`config.mk`:
```
export PLATFORM = sky130hd
export DESIGN_NAME = data_mem_arbiter
export DESIGN_NICKNAME = d
export VERILOG_FILES = /design/src/rtl/data_mem_arbiter.sv
export SDC_FILE = /design/constraint.sdc
export NUM_CORES = 1
export LEC_CHECK = 0
export ABC_AREA = 1
export CORE_MARGIN = 2
export CORE_UTILIZATION = 23
export CTS_BUF_LIST = sky130_fd_sc_hd__clkbuf_4
export DETAILED_ROUTE_END_ITERATION = 6
export PLACE_DENSITY = 0.88
export SYNTH_ARGS = -nofsm -noshare
export SYNTH_HDL_FRONTEND = slang
export SYNTH_SLANG_ARGS = --single-unit
```
`constraint.sdc`:
```
create_clock -name Clock -period 2.84 [get_ports Clock]
set_input_delay 0.71 -clock Clock [delete_from_list [all_inputs] [get_ports Clock]]
set_output_delay 0.71 -clock Clock [all_outputs]
set_load 0.005 [all_outputs]
```
`src/rtl/data_mem_arbiter.sv`:
```
// Round-robin arbiter sharing one single-port synchronous data memory between
// the processor data port (port 0) and the loader/debug port (port 1).

// Per-port request normalisation and stall generation.
module data_mem_arbiter_port #(
   parameter int ADDR_W = 12,
   parameter int DATA_W = 16
) (
   input  logic              wr,
   input  logic              rd,
   input  logic [15:0]       addr,
   input  logic [DATA_W-1:0] wdata,
   input  logic              accept,
   output logic              req,
   output logic              is_wr,
   output logic [ADDR_W-1:0] maddr,
   output logic [DATA_W-1:0] mdata,
   output logic              waitreq
);
   logic unused_hi;

   // Write wins when both strobes are up; the read is dropped.
   assign req     = wr | rd;
   assign is_wr   = wr;
   assign maddr   = addr[ADDR_W-1:0];
   assign mdata   = wdata;
   assign waitreq = req & ~accept;

   if (ADDR_W < 16) begin : g_hi
      assign unused_hi = ^addr[15:ADDR_W];
   end else begin : g_nohi
      assign unused_hi = 1'b0;
   end
endmodule

module data_mem_arbiter #(
   parameter int ADDR_W = 12,
   parameter int DATA_W = 16
) (
   input  logic              Clock,
   input  logic              Resetn,
   input  logic [15:0]       DataAddr,
   input  logic [DATA_W-1:0] DataOut,
   input  logic              WriteData,
   input  logic              ReadData,
   output logic [DATA_W-1:0] DataIn,
   output logic              DataWaitreq,
   input  logic [15:0]       LdAddr,
   input  logic [DATA_W-1:0] LdWrData,
   input  logic              LdWrite,
   input  logic              LdRead,
   output logic [DATA_W-1:0] LdRdData,
   output logic              LdWaitreq,
   output logic [ADDR_W-1:0] MemAddr,
   output logic [DATA_W-1:0] MemWrData,
   output logic              MemWrEn,
   input  logic [DATA_W-1:0] MemRdData
);
   localparam int NP = 2;

   typedef enum logic {IDLE = 1'b0, RD = 1'b1} state_t;

   state_t state, state_nx;
   logic   own, own_nx;
   logic   last_gnt, last_gnt_nx;
   logic   gnt_vld, gnt_sel;

   logic [NP-1:0]             wr_in, rd_in, req, is_wr, accept, waitreq;
   logic [NP-1:0][15:0]       addr_in;
   logic [NP-1:0][DATA_W-1:0] wdata_in, mdata;
   logic [NP-1:0][ADDR_W-1:0] maddr;

   assign wr_in    = {LdWrite, WriteData};
   assign rd_in    = {LdRead, ReadData};
   assign addr_in  = {LdAddr, DataAddr};
   assign wdata_in = {LdWrData, DataOut};

   for (genvar p = 0; p < NP; p++) begin : g_port
      data_mem_arbiter_port #(.ADDR_W(ADDR_W), .DATA_W(DATA_W)) u_port (
         .wr      (wr_in[p]),
         .rd      (rd_in[p]),
         .addr    (addr_in[p]),
         .wdata   (wdata_in[p]),
         .accept  (accept[p]),
         .req     (req[p]),
         .is_wr   (is_wr[p]),
         .maddr   (maddr[p]),
         .mdata   (mdata[p]),
         .waitreq (waitreq[p])
      );
   end

   assign DataWaitreq = waitreq[0];
   assign LdWaitreq   = waitreq[1];
   assign DataIn      = MemRdData;
   assign LdRdData    = MemRdData;

   always_ff @(posedge Clock or negedge Resetn) begin
      if (!Resetn) begin
         state    <= IDLE;
         own      <= 1'b0;
         last_gnt <= 1'b1;   // processor wins the first tie
      end else begin
         state    <= state_nx;
         own      <= own_nx;
         last_gnt <= last_gnt_nx;
      end
   end

   always_comb begin
      gnt_vld     = |req;
      gnt_sel     = (req[0] & req[1]) ? ~last_gnt : req[1];
      state_nx    = state;
      own_nx      = own;
      last_gnt_nx = last_gnt;
      accept      = '0;
      MemAddr     = maddr[0];
      MemWrData   = mdata[0];
      MemWrEn     = 1'b0;
      case (state)
         IDLE: begin
            if (gnt_vld) begin
               last_gnt_nx = gnt_sel;
               MemAddr     = maddr[gnt_sel];
               MemWrData   = mdata[gnt_sel];
               if (is_wr[gnt_sel]) begin
                  MemWrEn         = 1'b1;
                  accept[gnt_sel] = 1'b1;
               end else begin
                  state_nx = RD;
                  own_nx   = gnt_sel;
               end
            end
         end
         RD: begin
            // Registered memory data lands now; owner completes even if it dropped.
            MemAddr     = maddr[own];
            accept[own] = 1'b1;
            state_nx    = IDLE;
         end
         default: state_nx = IDLE;
      endcase
   end
endmodule

```
==> impl_metrics.tcl <==
set metrics [dict create \
    status "finished clean" \
    cts.clk_slew.worst_paths_ns 0.04 \
    rows 22 \
    layout_common_cells "88 x nand2_1, 57 x clkdlybuf4s50_1, 22 x dlygate4sd2_1" \
    area_delta_synth_final_pct 104 \
    first_pass_iters 4 \
    first_iter_violations 16 \
    hold_viol 0 \
    cp-end-kind "output port" \
    yosys.area.top_type "nand2_1" \
    final_nets 315 \
    worst-path-max-fanout 5 \
    postLayoutSetupSlackWorst_ns 0.0977 \
    critical_path_class "primary input to output port" \
    cts_sinks 3 \
    fin_cells 276 \
    drcViolationCount 0 \
    via_per_inst 3.88 \
    overflow 0 \
    combPwrFrac_pct 83.6 \
    slew_violations 0 \
    synth_seq_cells 3 \
    top_layer_used "met4" \
    ys.warnings.count 0 \
    syn-cell-area_sq_um 848 \
    setup_tns_ns 0 \
    synth_cell_types 20 \
    cts_max_path_buffers 2 \
    power_switching_uw 424 \
    ys_seq_area_share_pct 9.00 \
    syn_inst 154 \
    core_sq_um 3610 \
    port_buffers 92 \
    grt_first_pass_wirelength_microns 4310 \
    switching_share_pct 40.8 \
    clk_latency_ns 0.23 \
    fin_crit_sh_pct 96.6 \
    clkPwrFrac_pct 8.1 \
    skew_ns 0.000654 \
    wl_per_cell_microns 9.95 \
    leakage_nw 0.990 \
    grt_max_degree 15 \
    r2r_cells 8 \
    dieArea_sq_um 4190 \
    power_mw 1.04 \
    wl_met2_microns 1450 \
    synthTopCellsByArea "nand2_1 39%, buf_4 30%, dfrtp_1 5.9%" \
    layout.cells.most_common "nand2_1" \
    ant_nets 0 \
    track_usage_pct 12.8 \
    die_w_microns 64.7 \
    wl_met1_microns 1050 \
    wl_met3_microns 221 \
    hold_path_depth 2 \
    ir_drop_mv 0.332 \
    start_kind "primary input" \
    cts_tree "yes" \
    seq_power_share_pct 8.2 \
    arrival_ns 2.03 \
    cts-buffers-inserted 3 \
    yosys.area.top_type_share_pct 38.9 \
    via_count 1070 \
    wirelength_microns 2750 \
    maxCapViolCount 0 \
    crit_required_ns 2.13 \
    fmax_mhz 365 \
    dp.cells 265 \
    place_ws_ns -0.291 \
    cts_hold_buf 0 \
    grt_pass1_vias 1033 \
    synth.avg_cell_area_sq_um 5.51 \
    synth.net_count 240 \
    ios 149 \
    setup_viol 0 \
    initial_core_util_pct 23.5 \
    cts_root_buf "clkbuf_4" \
    p_int_uw 613 \
    hold_class "flip-flop to flip-flop" \
    htreeDepth 1 \
    dp_hpwl_microns 2250 \
    hold_ws_ns 0.506 \
    maxSlewHeadroom_pct 85.6 \
    antenna_found_initial 0 \
    p_per_area_nw_per_um2 599 \
    min_period_ns 2.74 \
    die_h_microns 64.7 \
    gp_congestion 0.713 \
    drive_above_1_share_pct 14.5 \
    tightest_slew_ns 0.216 \
    diodes 0 \
]
cell families after synthesis:
family | Yosys count | synth area share [%]
DFF | 3 | 9.00
and+or+nand+nor | 99 | 46.8
AOI/OAI and AO/OA | 5 | 4.57
buffers and inverters | 47 | 39.7
per-stage QoR:
stage / instance area [sq um] / utilization (%)
2_1_floorplan: 848 / -
3_3_place_gp: 1600 / 44.3
3_5_place_dp: 1600 / 44.3
4_1_cts: 1650 / 45.8
5_1_grt: 1730 / 48.0
6_report: 1730 / 48.0
registers in the layout (all words and copies together) (netlist names):
register  cells
last_gnt      1
state         1
own           1
cell type report:
type                       count  area (sq um)
sequential                     3          76.3
timing repair buffer         106          1050
fill                         380          1870
multi-input combinational    104           450
inverter                      10          50.0
tap                           48          60.1
timing repair inverter         1          11.3
clock buffer                   4          30.0
worst max-delay path, cell delays in order:
cell,delay [ns]
dlygate4sd2_1,0.26
o21ai_4,0.17
nand3_4,0.10
buf_4,0.15
nand2_4,0.10
buf_6,0.12
buf_4,0.10
nand2_1,0.05
nand2_1,0.06
clkdlybuf4s15_1,0.20
power by group through the flow:
stage          clock [mW]  combinational, mW  sequential [mW]
2_1_floorplan           0              0.415           0.0799
3_3_place_gp            0              0.827           0.0833
3_5_place_dp            0              0.836           0.0856
4_1_cts            0.0883              0.831           0.0852
5_1_grt            0.0926              0.964           0.0871
6_report           0.0844              0.867           0.0854
final timing paths:
| check | startpoint | endpoint | slack (ns) |
|---|---|---|---|
| min reg2reg | own | own | 0.51 |
| max in group asynchronous | Resetn | last_gnt | 1.97 |
| max | ReadData | MemAddr[6] | 0.1 |
| min | own | own | 0.51 |
| max reg2reg | last_gnt | own | 1.56 |
| min in group asynchronous | Resetn | state | 0.66 |
repair_timing:
item | CTS | global route
buffers inserted | 1 | 4
hold endpoints to repair | 0 | 0
endpoints found under the setup margin | 31 | 23
resized for setup | 36 | 18
gates cloned | 2 | 0
pin swaps | 4 | 4
cell usage after synthesis:
cell       n
buf_4     34
inv_8      1
a21oi_1    2
inv_2      1
o21ai_0    1
o21ai_4    1
nand3_2    1
or2_2      1
nand2_2    5
buf_2      1
o211ai_1   1
buf_12     1
nand4_1    1
dfrtp_1    2
buf_6      1
dfstp_2    1
nand2_1   88
nor2_1     2
inv_1      8
nand3_1    1
per-layer routing:
layer	up-vias	global-route usage [%]
li1	574	-
met1	447	13.1
met2	45	23.7
met3	4	3.82
met4	0	5.59
met5	-	0
Note: power is estimated with default switching activity, not from simulation.
